<file path="config.mk">
export PLATFORM = sky130hd
export DESIGN_NAME = boot_ctrl_flat
export DESIGN_NICKNAME = d
export VERILOG_FILES = /design/src/rtl/boot_ctrl_if.sv /design/src/rtl/boot_ctrl.sv /design/src/flat_wrapper.sv
export SDC_FILE = /design/constraint.sdc
export NUM_CORES = 1
export LEC_CHECK = 0
export ABC_AREA = 1
export ABC_CLOCK_PERIOD_IN_PS = 3600
export CAP_MARGIN = 20
export CELL_PAD_IN_SITES_DETAIL_PLACEMENT = 0
export CELL_PAD_IN_SITES_GLOBAL_PLACEMENT = 2
export CORE_MARGIN = 2
export CORE_UTILIZATION = 30
export CTS_CLUSTER_DIAMETER = 200
export DETAILED_ROUTE_END_ITERATION = 8
export HOLD_SLACK_MARGIN = 0.05
export PLACE_DENSITY_LB_ADDON = 0.1
export SKIP_LAST_GASP = 1
export SLEW_MARGIN = 20
export SYNTH_ARGS = -nofsm -noshare
export SYNTH_HDL_FRONTEND = slang
export SYNTH_SLANG_ARGS = --single-unit
</file>
<file path="constraint.sdc">
create_clock -name clk -period 3.6 [get_ports clk]
set_input_delay 0.36 -clock clk [delete_from_list [all_inputs] [get_ports clk]]
set_output_delay 0.36 -clock clk [all_outputs]
set_load 0.005 [all_outputs]
</file>
<file path="src/rtl/boot_ctrl_if.sv">
// Bus bundle for boot_ctrl: load stream, memory write ports, store snoop and run status.
// "slave" is the controller's view and "master" is the host/bench view.
interface boot_ctrl_if #(
  parameter int IMEM_AW = 8,
  parameter int DMEM_AW = 8,
  parameter int CNT_W   = 32
);
  logic               ld_valid;
  logic               ld_ready;
  logic [31:0]        ld_data;
  logic               restart;
  logic [CNT_W-1:0]   timeout_cycles;
  logic               core_rst;
  logic               imem_we;
  logic [IMEM_AW-1:0] imem_addr;
  logic [31:0]        imem_wdata;
  logic               dmem_we;
  logic [DMEM_AW-1:0] dmem_addr;
  logic [31:0]        dmem_wdata;
  logic               snp_we;
  logic [31:0]        snp_addr;
  logic [31:0]        snp_wdata;
  logic               done;
  logic               pass;
  logic               timed_out;
  logic [31:0]        fail_code;
  logic [CNT_W-1:0]   run_cycles;
  logic [2:0]         state;

  modport slave (
    input  ld_valid, ld_data, restart, timeout_cycles, snp_we, snp_addr, snp_wdata,
    output ld_ready, core_rst, imem_we, imem_addr, imem_wdata, dmem_we, dmem_addr,
           dmem_wdata, done, pass, timed_out, fail_code, run_cycles, state
  );

  modport master (
    output ld_valid, ld_data, restart, timeout_cycles, snp_we, snp_addr, snp_wdata,
    input  ld_ready, core_rst, imem_we, imem_addr, imem_wdata, dmem_we, dmem_addr,
           dmem_wdata, done, pass, timed_out, fail_code, run_cycles, state
  );
endinterface

</file>
<file path="src/rtl/boot_ctrl.sv">
// Boot/run controller: streams header+data words into imem/dmem, sequences the core
// reset, then watches core stores for a tohost result or a run-cycle timeout.
module boot_ctrl #(
  parameter int          IMEM_AW     = 8,
  parameter int          DMEM_AW     = 8,
  parameter int          RST_CYCLES  = 4,
  parameter logic [31:0] TOHOST_ADDR = 32'h0000_00FC,
  parameter int          CNT_W       = 32
) (
  input logic        clk,
  input logic        rst,
  boot_ctrl_if.slave bus
);
  // One address register wide enough for either target; each port takes its low bits,
  // which gives the modulo-2^AW wrap for free.
  localparam int AW = (IMEM_AW > DMEM_AW) ? IMEM_AW : DMEM_AW;

  typedef enum logic [2:0] {
    S_HDR  = 3'd0,
    S_DATA = 3'd1,
    S_HOLD = 3'd2,
    S_RUN  = 3'd3,
    S_DONE = 3'd4
  } state_t;

  state_t             r_state, w_nstate;
  logic               r_tgt;
  logic [AW-1:0]      r_addr;
  logic [15:0]        r_rem;
  logic [31:0]        r_hold;
  logic [CNT_W-1:0]   r_run;
  logic               r_core_rst, r_done, r_pass, r_timed_out;
  logic [31:0]        r_fail_code;
  logic               r_imem_we, r_dmem_we;
  logic [IMEM_AW-1:0] r_imem_addr;
  logic [DMEM_AW-1:0] r_dmem_addr;
  logic [31:0]        r_imem_wdata, r_dmem_wdata;

  logic               w_ready, w_acc, w_tohost, w_tmo;
  logic [CNT_W-1:0]   w_run_inc;

  assign w_ready   = (r_state == S_HDR) || (r_state == S_DATA);
  assign w_acc     = bus.ld_valid && w_ready;
  assign w_tohost  = bus.snp_we && (bus.snp_addr == TOHOST_ADDR);
  assign w_run_inc = r_run + CNT_W'(1);
  // Compared against the post-increment count so DONE lands with run_cycles == limit.
  assign w_tmo     = (bus.timeout_cycles != '0) && (w_run_inc == bus.timeout_cycles);

  always_ff @(posedge clk or negedge rst) begin
    if (!rst) begin
      r_state    <= S_HDR;
      r_core_rst <= 1'b1;
      r_done     <= 1'b0;
    end else begin
      r_state    <= w_nstate;
      r_core_rst <= (w_nstate != S_RUN);
      r_done     <= (w_nstate == S_DONE);
    end
  end

  always_comb begin
    w_nstate = r_state;
    unique case (r_state)
      S_HDR: begin
        if (w_acc) begin
          if (bus.ld_data[15:0] == 16'd0) w_nstate = S_HOLD;
          else                            w_nstate = S_DATA;
        end
      end
      S_DATA: if (w_acc && (r_rem == 16'd1)) w_nstate = S_HDR;
      S_HOLD: if (r_hold == 32'd0) w_nstate = S_RUN;
      S_RUN:  if (w_tohost || w_tmo) w_nstate = S_DONE;
      S_DONE: if (bus.restart) w_nstate = S_HDR;
      default: w_nstate = S_HDR;
    endcase
  end

  always_ff @(posedge clk or negedge rst) begin
    if (!rst) begin
      r_tgt        <= 1'b0;
      r_addr       <= '0;
      r_rem        <= '0;
      r_hold       <= '0;
      r_run        <= '0;
      r_pass       <= 1'b0;
      r_timed_out  <= 1'b0;
      r_fail_code  <= '0;
      r_imem_we    <= 1'b0;
      r_imem_addr  <= '0;
      r_imem_wdata <= '0;
      r_dmem_we    <= 1'b0;
      r_dmem_addr  <= '0;
      r_dmem_wdata <= '0;
    end else begin
      r_imem_we <= 1'b0;
      r_dmem_we <= 1'b0;
      unique case (r_state)
        S_HDR: begin
          if (w_acc) begin
            r_tgt  <= bus.ld_data[31];
            r_addr <= AW'(bus.ld_data[30:16]);
            r_rem  <= bus.ld_data[15:0];
            r_hold <= 32'(RST_CYCLES - 1);
          end
        end
        S_DATA: begin
          if (w_acc) begin
            if (r_tgt) begin
              r_dmem_we    <= 1'b1;
              r_dmem_addr  <= r_addr[DMEM_AW-1:0];
              r_dmem_wdata <= bus.ld_data;
            end else begin
              r_imem_we    <= 1'b1;
              r_imem_addr  <= r_addr[IMEM_AW-1:0];
              r_imem_wdata <= bus.ld_data;
            end
            r_addr <= r_addr + AW'(1);
            r_rem  <= r_rem - 16'd1;
          end
        end
        S_HOLD: if (r_hold != 32'd0) r_hold <= r_hold - 32'd1;
        S_RUN: begin
          if (!(&r_run)) r_run <= w_run_inc;
          if (w_tohost) begin
            r_pass      <= (bus.snp_wdata == 32'd1);
            r_fail_code <= bus.snp_wdata;
          end else if (w_tmo) begin
            r_timed_out <= 1'b1;
            r_pass      <= 1'b0;
          end
        end
        S_DONE: begin
          if (bus.restart) begin
            r_run       <= '0;
            r_pass      <= 1'b0;
            r_timed_out <= 1'b0;
            r_fail_code <= '0;
          end
        end
        default: ;
      endcase
    end
  end

  assign bus.ld_ready   = w_ready;
  assign bus.core_rst   = r_core_rst;
  assign bus.imem_we    = r_imem_we;
  assign bus.imem_addr  = r_imem_addr;
  assign bus.imem_wdata = r_imem_wdata;
  assign bus.dmem_we    = r_dmem_we;
  assign bus.dmem_addr  = r_dmem_addr;
  assign bus.dmem_wdata = r_dmem_wdata;
  assign bus.done       = r_done;
  assign bus.pass       = r_pass;
  assign bus.timed_out  = r_timed_out;
  assign bus.fail_code  = r_fail_code;
  assign bus.run_cycles = r_run;
  assign bus.state      = r_state;
endmodule

</file>
<file path="src/flat_wrapper.sv">
// flat-port wrapper written by rule: the top's interface ports become plain ports
module boot_ctrl_flat 
#(
  parameter int          IMEM_AW     = 8,
  parameter int          DMEM_AW     = 8,
  parameter int          RST_CYCLES  = 4,
  parameter logic [31:0] TOHOST_ADDR = 32'h0000_00FC,
  parameter int          CNT_W       = 32
)
  (clk, rst, bus_ld_valid, bus_ld_data, bus_restart, bus_timeout_cycles, bus_snp_we, bus_snp_addr, bus_snp_wdata, bus_ld_ready, bus_core_rst, bus_imem_we, bus_imem_addr, bus_imem_wdata, bus_dmem_we, bus_dmem_addr, bus_dmem_wdata, bus_done, bus_pass, bus_timed_out, bus_fail_code, bus_run_cycles, bus_state);
  boot_ctrl_if #(.IMEM_AW(IMEM_AW), .DMEM_AW(DMEM_AW), .CNT_W(CNT_W)) bus_i ();
  input logic clk;
  input logic rst;
  input wire logic [$bits(bus_i.ld_valid)-1:0] bus_ld_valid;
  input wire logic [$bits(bus_i.ld_data)-1:0] bus_ld_data;
  input wire logic [$bits(bus_i.restart)-1:0] bus_restart;
  input wire logic [$bits(bus_i.timeout_cycles)-1:0] bus_timeout_cycles;
  input wire logic [$bits(bus_i.snp_we)-1:0] bus_snp_we;
  input wire logic [$bits(bus_i.snp_addr)-1:0] bus_snp_addr;
  input wire logic [$bits(bus_i.snp_wdata)-1:0] bus_snp_wdata;
  output wire logic [$bits(bus_i.ld_ready)-1:0] bus_ld_ready;
  output wire logic [$bits(bus_i.core_rst)-1:0] bus_core_rst;
  output wire logic [$bits(bus_i.imem_we)-1:0] bus_imem_we;
  output wire logic [$bits(bus_i.imem_addr)-1:0] bus_imem_addr;
  output wire logic [$bits(bus_i.imem_wdata)-1:0] bus_imem_wdata;
  output wire logic [$bits(bus_i.dmem_we)-1:0] bus_dmem_we;
  output wire logic [$bits(bus_i.dmem_addr)-1:0] bus_dmem_addr;
  output wire logic [$bits(bus_i.dmem_wdata)-1:0] bus_dmem_wdata;
  output wire logic [$bits(bus_i.done)-1:0] bus_done;
  output wire logic [$bits(bus_i.pass)-1:0] bus_pass;
  output wire logic [$bits(bus_i.timed_out)-1:0] bus_timed_out;
  output wire logic [$bits(bus_i.fail_code)-1:0] bus_fail_code;
  output wire logic [$bits(bus_i.run_cycles)-1:0] bus_run_cycles;
  output wire logic [$bits(bus_i.state)-1:0] bus_state;
  assign bus_i.ld_valid = bus_ld_valid;
  assign bus_i.ld_data = bus_ld_data;
  assign bus_i.restart = bus_restart;
  assign bus_i.timeout_cycles = bus_timeout_cycles;
  assign bus_i.snp_we = bus_snp_we;
  assign bus_i.snp_addr = bus_snp_addr;
  assign bus_i.snp_wdata = bus_snp_wdata;
  assign bus_ld_ready = bus_i.ld_ready;
  assign bus_core_rst = bus_i.core_rst;
  assign bus_imem_we = bus_i.imem_we;
  assign bus_imem_addr = bus_i.imem_addr;
  assign bus_imem_wdata = bus_i.imem_wdata;
  assign bus_dmem_we = bus_i.dmem_we;
  assign bus_dmem_addr = bus_i.dmem_addr;
  assign bus_dmem_wdata = bus_i.dmem_wdata;
  assign bus_done = bus_i.done;
  assign bus_pass = bus_i.pass;
  assign bus_timed_out = bus_i.timed_out;
  assign bus_fail_code = bus_i.fail_code;
  assign bus_run_cycles = bus_i.run_cycles;
  assign bus_state = bus_i.state;
  boot_ctrl #(.IMEM_AW(IMEM_AW), .DMEM_AW(DMEM_AW), .RST_CYCLES(RST_CYCLES), .TOHOST_ADDR(TOHOST_ADDR), .CNT_W(CNT_W)) u_core (.clk(clk), .rst(rst), .bus(bus_i));
endmodule
</file>
==> flow_summary.toml, run 1 <==
[sta]
drv_slew = 0
max_slew.worst_pin.slew_ns = 0.769
post-route-period-util_pct = 78.0
relSlewSlack_pct = 48.6
finalSetupTns_ns = 0
setup_viol = 0
rsz0062_at_grt = "no"
finClkSkew_ns = 0.0244
fin_crit_ns = 2.81
worst_slack_ns = 0.790
clock.fmax_mhz = 356
hold_violations = 0

[global_routing]
grt_antenna_before_repair = 0
gr-total-overflow = 0
grt_pass1_vias = 11100
grt_use_total_pct = 20.0
grt_max_degree = 81
grt_pass1_wl_um = 61500

[synthesis]
netlist_instances = 1527
avgSynthCellArea_um2 = 7.41
synth_top_flop_cell = "dfrtp_1"
syn_nets = 1666
async_flop_share_pct = 100
synth_seq_cells = 210
synth_warnings = 0
seq_area_frac_synth_pct = 46.4
synth.cell_area_um2 = 11300
synth-edff-count = 0
synth_cell_types = 45

[clocking]
clk_pin_slew_ns = 0.06
cts_buffers = 27
post_cts.repair.setup_buffers = 0
clock_latency_ns = 0.57
hold_buffers = 1
cts_tree = "yes"
htree_levels = 1
clock_sinks = 210
cts_resized = 0
clockBufferDepth = 3
root_buffer = "clkbuf_16"

[placement]
io_buffers = 286
gp_congestion = 0.801
hpwl_um = 29400
post-place-ws_ns = 0.812

[critical_path]
critPathArrivalTime_ns = 3.21
critical_path_class = "register to register"
setup.worst_path.end_class = "register"
required_ns = 4.00
start_kind = "register"
critPathMaxFanout = 31

[final_layout]
ff_latch_area_um2 = 5260
antenna_cells = 0
final_cell_mix = "nand2_1, clkdlybuf4s50_1, inv_1"
final_common_cell = "nand2_1"
final_nets = 1953
areaGrowthSynthToFinish_pct = 39.3
multiInputGateArea_um2 = 5080
drive_gt1_share_pct = 4.80
nFillCells = 3867

[floorplan]
initial_core_util_pct = 30.3
die_h_um = 198
die_w_um = 198
core_area_um2 = 37400
die_area_um2 = 39300
rows = 71
io_pins = 287

[detailed_routing]
wl_met3_um = 2600
dr.first_iter.drc_count = 601
wl_met2_um = 18300
num_vias = 11100
topRoutingLayerUsed = "met4"
first_pass_iters = 5
drc = 0
wl_per_cell_um = 16.8
drt-met1-wl_um = 17400
postRouteAntennaNets = 0
vias_per_cell = 4.72
wl_um = 39300

[power_and_ir_drop]
p_leak_nw = 7.39
p_clk_share_pct = 25.4
p_seq_share_pct = 34.1
p_int_mw = 7.09
cellPowerDensity_nw_per_um2 = 717
switching_share_pct = 37.3
peakVddDrop_uv = 455
power_switching_mw = 4.22
pwr-share-comb_pct = 40.4

[min_path]
hp-class = "input port to register"

[run]
maxCapViolations = 0

[outcome]
status = "finished clean"
## sequential cells by signal, summed over array words and instances (netlist names)
register and cells:
u_core.bus.dmem_wdata 32, u_core.bus.fail_code 32, u_core.bus.imem_wdata 32, u_core.bus.run_cycles 32, u_core.r_hold 32, u_core.r_rem 16
u_core.bus.dmem_addr 8, u_core.bus.imem_addr 8, u_core.r_addr 8, u_core.bus.state 3, u_core.bus.core_rst 1, u_core.bus.dmem_we 1
u_core.bus.done 1, u_core.bus.imem_we 1, u_core.bus.pass 1, u_core.bus.timed_out 1, u_core.r_tgt 1
## power by group through the flow
stage | registers (mW) | clock network, mW | logic, mW
after global placement | 3.88 | 0 | 4.60
after CTS | 3.86 | 2.96 | 4.64
after detailed placement | 3.89 | 0 | 4.62
final | 3.86 | 2.88 | 4.57
after global routing | 3.98 | 3.07 | 5.18
after floorplan | 3.77 | 0 | 2.36
## synth_stat cells, drive strengths merged, types with 2 or more instances
cell	instances	area, µm²
a211oi	4	30.0
a21oi	36	180
a221oi	2	17.5
a31oi	5	31.3
buf	9	36.3
clkbuf	39	146
clkinv	3	11.3
dfrtp	209	5230
ha	6	75.1
inv	212	796
nand2	398	1520
nand3	148	756
nand3b	10	75.1
nand4	30	194
nor2	146	642
nor3	23	115
nor4	22	138
o211ai	2	15.0
o21a	2	15.0
o21ai	147	736
o21bai	2	15.0
o221ai	2	17.5
o22ai	35	219
o31ai	11	82.6
or2	3	18.8
xnor2	2	17.5
xor2	12	105
## cell families after synthesis
kind of cell    count (synthesis)  synth area share (%)
flops                         210                  46.4
buf+inv                       263                  8.74
xor+xnor                       15                  1.28
simple gates                  781                  30.6
fa+ha+maj                       6                 0.663
compound gates                252                  12.3
## worst max-delay path, stage by stage (launching register included)
cell and delay [ns]:
dfrtp_1 0.55, inv_1 0.20, nor3_2 0.14, buf_4 0.28, inv_1 0.15, nor4_1 0.26, nand4_1 0.21, nand2_1 0.15
inv_1 0.06, nand2_1 0.05, buf_4 0.41, o22ai_1 0.15
## routing by layer
metal / global-route usage, % / vias up
met3: 4.96 / 57
met5: 0 / -
met2: 33.5 / 277
met1: 25.5 / 5138
met4: 5.43 / 0
li1: - / 5591
## final timing paths
check | start | to | slack [ns] | depth (start not counted)
worst min register to register | u_core.r_tgt | u_core.bus.imem_we | 0.45 | 1
min in group asynchronous | rst | u_core.r_hold[29] | 0.39 | 2
worst min-delay path | bus_ld_data[24] | u_core.bus.dmem_wdata[24] | 0.37 | 3
worst max register to register | u_core.bus.state[0] | u_core.bus.run_cycles[9] | 0.79 | 11
worst max-delay path | u_core.bus.state[0] | u_core.bus.run_cycles[9] | 0.79 | 11
max in group asynchronous | rst | u_core.bus.dmem_wdata[24] | 2.37 | 3
## cell type report
class                      instances  share of cell area [%]
clock buffer                      40                    4.72
sequential                       210                    33.3
inverter                         215                    5.12
tap                              511                    4.05
timing repair buffer             306                    19.4
clock inverter                     9                    1.17
multi-input combinational       1054                    32.2
## per-stage QoR
step	cell area (µm²)	total power [mW]	util [%]	instances	hold WS, ns
global placement	14800	8.48	39.7	2295	0.434
floorplan	11300	6.13	-	1527	0.0644
finish	15800	11.3	42.2	2345	0.373
CTS	15800	11.5	42.2	2345	0.354
detailed placement	14800	8.51	39.7	2295	0.428
global route	15800	12.2	42.2	2345	0.380
Power figures use the tool's default switching activity.
==> inputs of run 2 (changes only) <==
- ABC_CLOCK_PERIOD_IN_PS: 3600 -> 2300
- CORE_UTILIZATION: 30 -> 25
- clock period: 3.6 -> 2.3 ns (I/O delays scaled with it)
==> run 2 against run 1 <==
Against the previous run: sequential share of layout area decreased by 2.9 points; critical path type unchanged; critical endpoint is now u_core.bus.state[1]; largest cell class is now multi-input gates; the flow now finishes with violations (negative setup slack); clock skew decreased by 0.012 ns; clock power increased by 57%; global-route usage decreased by 1.6 points; die area increased by 20%; hold slack got worse by 0.13 ns; highest routed layer is now met5; core utilization decreased by 3.3 points.
==> flow_summary.toml, run 2 (synthesized netlist as in run 1, its figures left out) <==
[detailed_routing]
postRouteAntennaNets = 0
drc = 0
dr.first_iter.drc_count = 647
wl_per_cell_um = 17.1
vias_per_cell = 4.52
num_vias = 11600
first_pass_iters = 5
wl_um = 44000

[sta]
relSlewSlack_pct = 61.7
fin_crit_ns = 2.38
post-route-period-util_pct = 103
setup_viol = 2
hold_violations = 0
rsz0062_at_grt = "yes"
clock.fmax_mhz = 420
drv_slew = 0
max_slew.worst_pin.slew_ns = 0.574
worst_slack_ns = -0.0797
finClkSkew_ns = 0.0126

[clocking]
clock_latency_ns = 0.55
htree_levels = 1
root_buffer = "clkbuf_16"
cts_tree = "yes"
clock_sinks = 210
clockBufferDepth = 3
clk_pin_slew_ns = 0.06
cts_buffers = 26

[floorplan]
rows = 77
io_pins = 287
die_area_um2 = 47000
initial_core_util_pct = 25.5
die_w_um = 217
core_area_um2 = 44400
die_h_um = 217

[power_and_ir_drop]
switching_share_pct = 37.1
p_leak_nw = 8.19
power_switching_mw = 7.00
peakVddDrop_uv = 621
pwr-share-comb_pct = 45.2
p_total_mw = 18.9
p_clk_share_pct = 23.9
p_seq_share_pct = 30.9
p_int_mw = 11.9
cellPowerDensity_nw_per_um2 = 1090

[critical_path]
critPathBufInv = 3
critPathArrivalTime_ns = 2.80
critical_path_class = "register to register"
critPathLaunch = "u_core.bus.run_cycles[0]"
cp_num_cells = 17
start_kind = "register"
slowest_delay_ns = 0.39
cp_common_cell = "nand2_1"
worstRegToRegCells = 17
critPathMaxFanout = 5
crit_chain = "ha_2 -> nand2_4 -> nor2_8 -> buf_12 -> nand2_4 -> nor2_4 -> buf_4 -> nand2_1 -> nand2_1 -> nand2_1 -> nand2_1 -> nand3_2 -> nor2_4 -> nand3_4 -> nand3_4 -> inv_2 -> or2_1"
r2r_slack_ns = -0.08
slowest_stage = "dfrtp_1"
setup.worst_path.end_class = "register"
crit_family = "simple AND/OR/NAND/NOR gates"
reg2reg_from = "u_core.bus.run_cycles[0]"
required_ns = 2.72

[final_layout]
drive_gt1_share_pct = 14.1
final_common_cell = "nand2_1"
antenna_cells = 0
final_cell_mix = "nand2_1, clkdlybuf4s50_1, inv_1"
final_nets = 2094
fin_util_pct = 38.9
areaGrowthSynthToFinish_pct = 52.6
fin_cells = 2566

[run]
maxCapViolations = 0

[global_routing]
gr-total-overflow = 0
grt_pass1_wl_um = 67800
grt_use_total_pct = 18.4
grt_max_degree = 65
grt_antenna_before_repair = 3
grt_pass1_vias = 11800

[outcome]
status = "finished, violations left"
violations = "negative setup slack"

[placement]
io_buffers = 286
gp_congestion = 0.841
hpwl_um = 33800
placed_cells = 2508

[min_path]
hp-class = "input port to asynchronous set/reset pin"
-- run 2: cell count changes in the layout (fill, tap and decap cells not counted), moves of 4 or more --
cell,change
buf_4,+130
nor2_1,-22
nor2_2,+15
nand2_1,-9
clkbuf_1,-8
nor2_4,+7
buf_6,+6
buf_12,+5
clkbuf_8,+5
nand2_4,+5
nand3_1,-5
nor3_1,-4
-- run 2: final timing paths --
| path | endpoint |
|---|---|
| setup / recovery | u_core.bus.state[1] |
| hold / removal | u_core.r_hold[25] |
| setup reg to reg | u_core.bus.state[1] |
| hold reg to reg | u_core.bus.imem_we |
| max in group asynchronous | u_core.bus.run_cycles[9] |
| min in group clk | u_core.bus.fail_code[25] |
-- run 2: routing by layer --
metal | global-route usage [%] | vias up | share of wire (%) | wire [µm]
met3 | 4.89 | 55 | 7.1 | 3100
met4 | 4.16 | 6 | 2.3 | 998
li1 | - | 5873 | - | -
met5 | 0 | - | 0.089 | 39
met1 | 24.1 | 5413 | 44 | 19500
met2 | 30.3 | 262 | 46 | 20300
-- run 2: through the flow --
| step | worst slack (ns) | cell area (µm²) | hold slack (ns) | setup TNS [ns] |
|---|---|---|---|---|
| 2_1_floorplan | 0.0652 | 11300 | -0.0656 | 0 |
| 3_3_place_gp | -0.249 | 16000 | 0.240 | -0.982 |
| 3_5_place_dp | -0.227 | 16000 | 0.250 | -0.844 |
| 4_1_cts | -0.109 | 17100 | 0.243 | -0.161 |
| 5_1_grt | -0.279 | 17300 | 0.267 | -1.35 |
| 6_report | -0.0797 | 17300 | 0.246 | -0.0945 |
-- run 2: final cells by class --
| cell class | count | area (µm²) |
|---|---|---|
| Multi-Input combinational cell | 1054 | 5300 |
| Clock inverter | 10 | 155 |
| Sequential cell | 210 | 5260 |
| Fill cell | 4612 | 27100 |
| Tap cell | 592 | 741 |
| Timing Repair Buffer | 448 | 4230 |
| Clock buffer | 37 | 783 |
| Inverter | 215 | 807 |
-- run 2: power by group through the flow --
stage | sequential [mW] | clock (mW) | combinational, mW
6_report | 5.82 | 4.51 | 8.52
4_1_cts | 5.82 | 4.67 | 8.55
3_5_place_dp | 5.88 | 0 | 8.36
2_1_floorplan | 5.90 | 0 | 3.69
5_1_grt | 6.01 | 4.81 | 9.56
3_3_place_gp | 5.86 | 0 | 8.36
-- run 2: worst register-to-register path, stage by stage (launching register included) --
cell and delay (ns):
dfrtp_1 0.39, ha_2 0.22, nand2_4 0.07, nor2_8 0.10
buf_12 0.12, nand2_4 0.05, nor2_4 0.17, buf_4 0.14
nand2_1 0.04, nand2_1 0.08, nand2_1 0.07, nand2_1 0.07
nand3_2 0.11, nor2_4 0.14, nand3_4 0.12, nand3_4 0.10
inv_2 0.05, or2_1 0.20
-- run 2: what timing repair did --
item                       in CTS  in global routing
buffers inserted                6                  3
hold buffers                    1                  0
hold endpoints to repair       60                  0
gates resized for setup        40                 26
pin swaps                      13                  6
cloned                          0                  1
setup endpoints to repair       9                 49
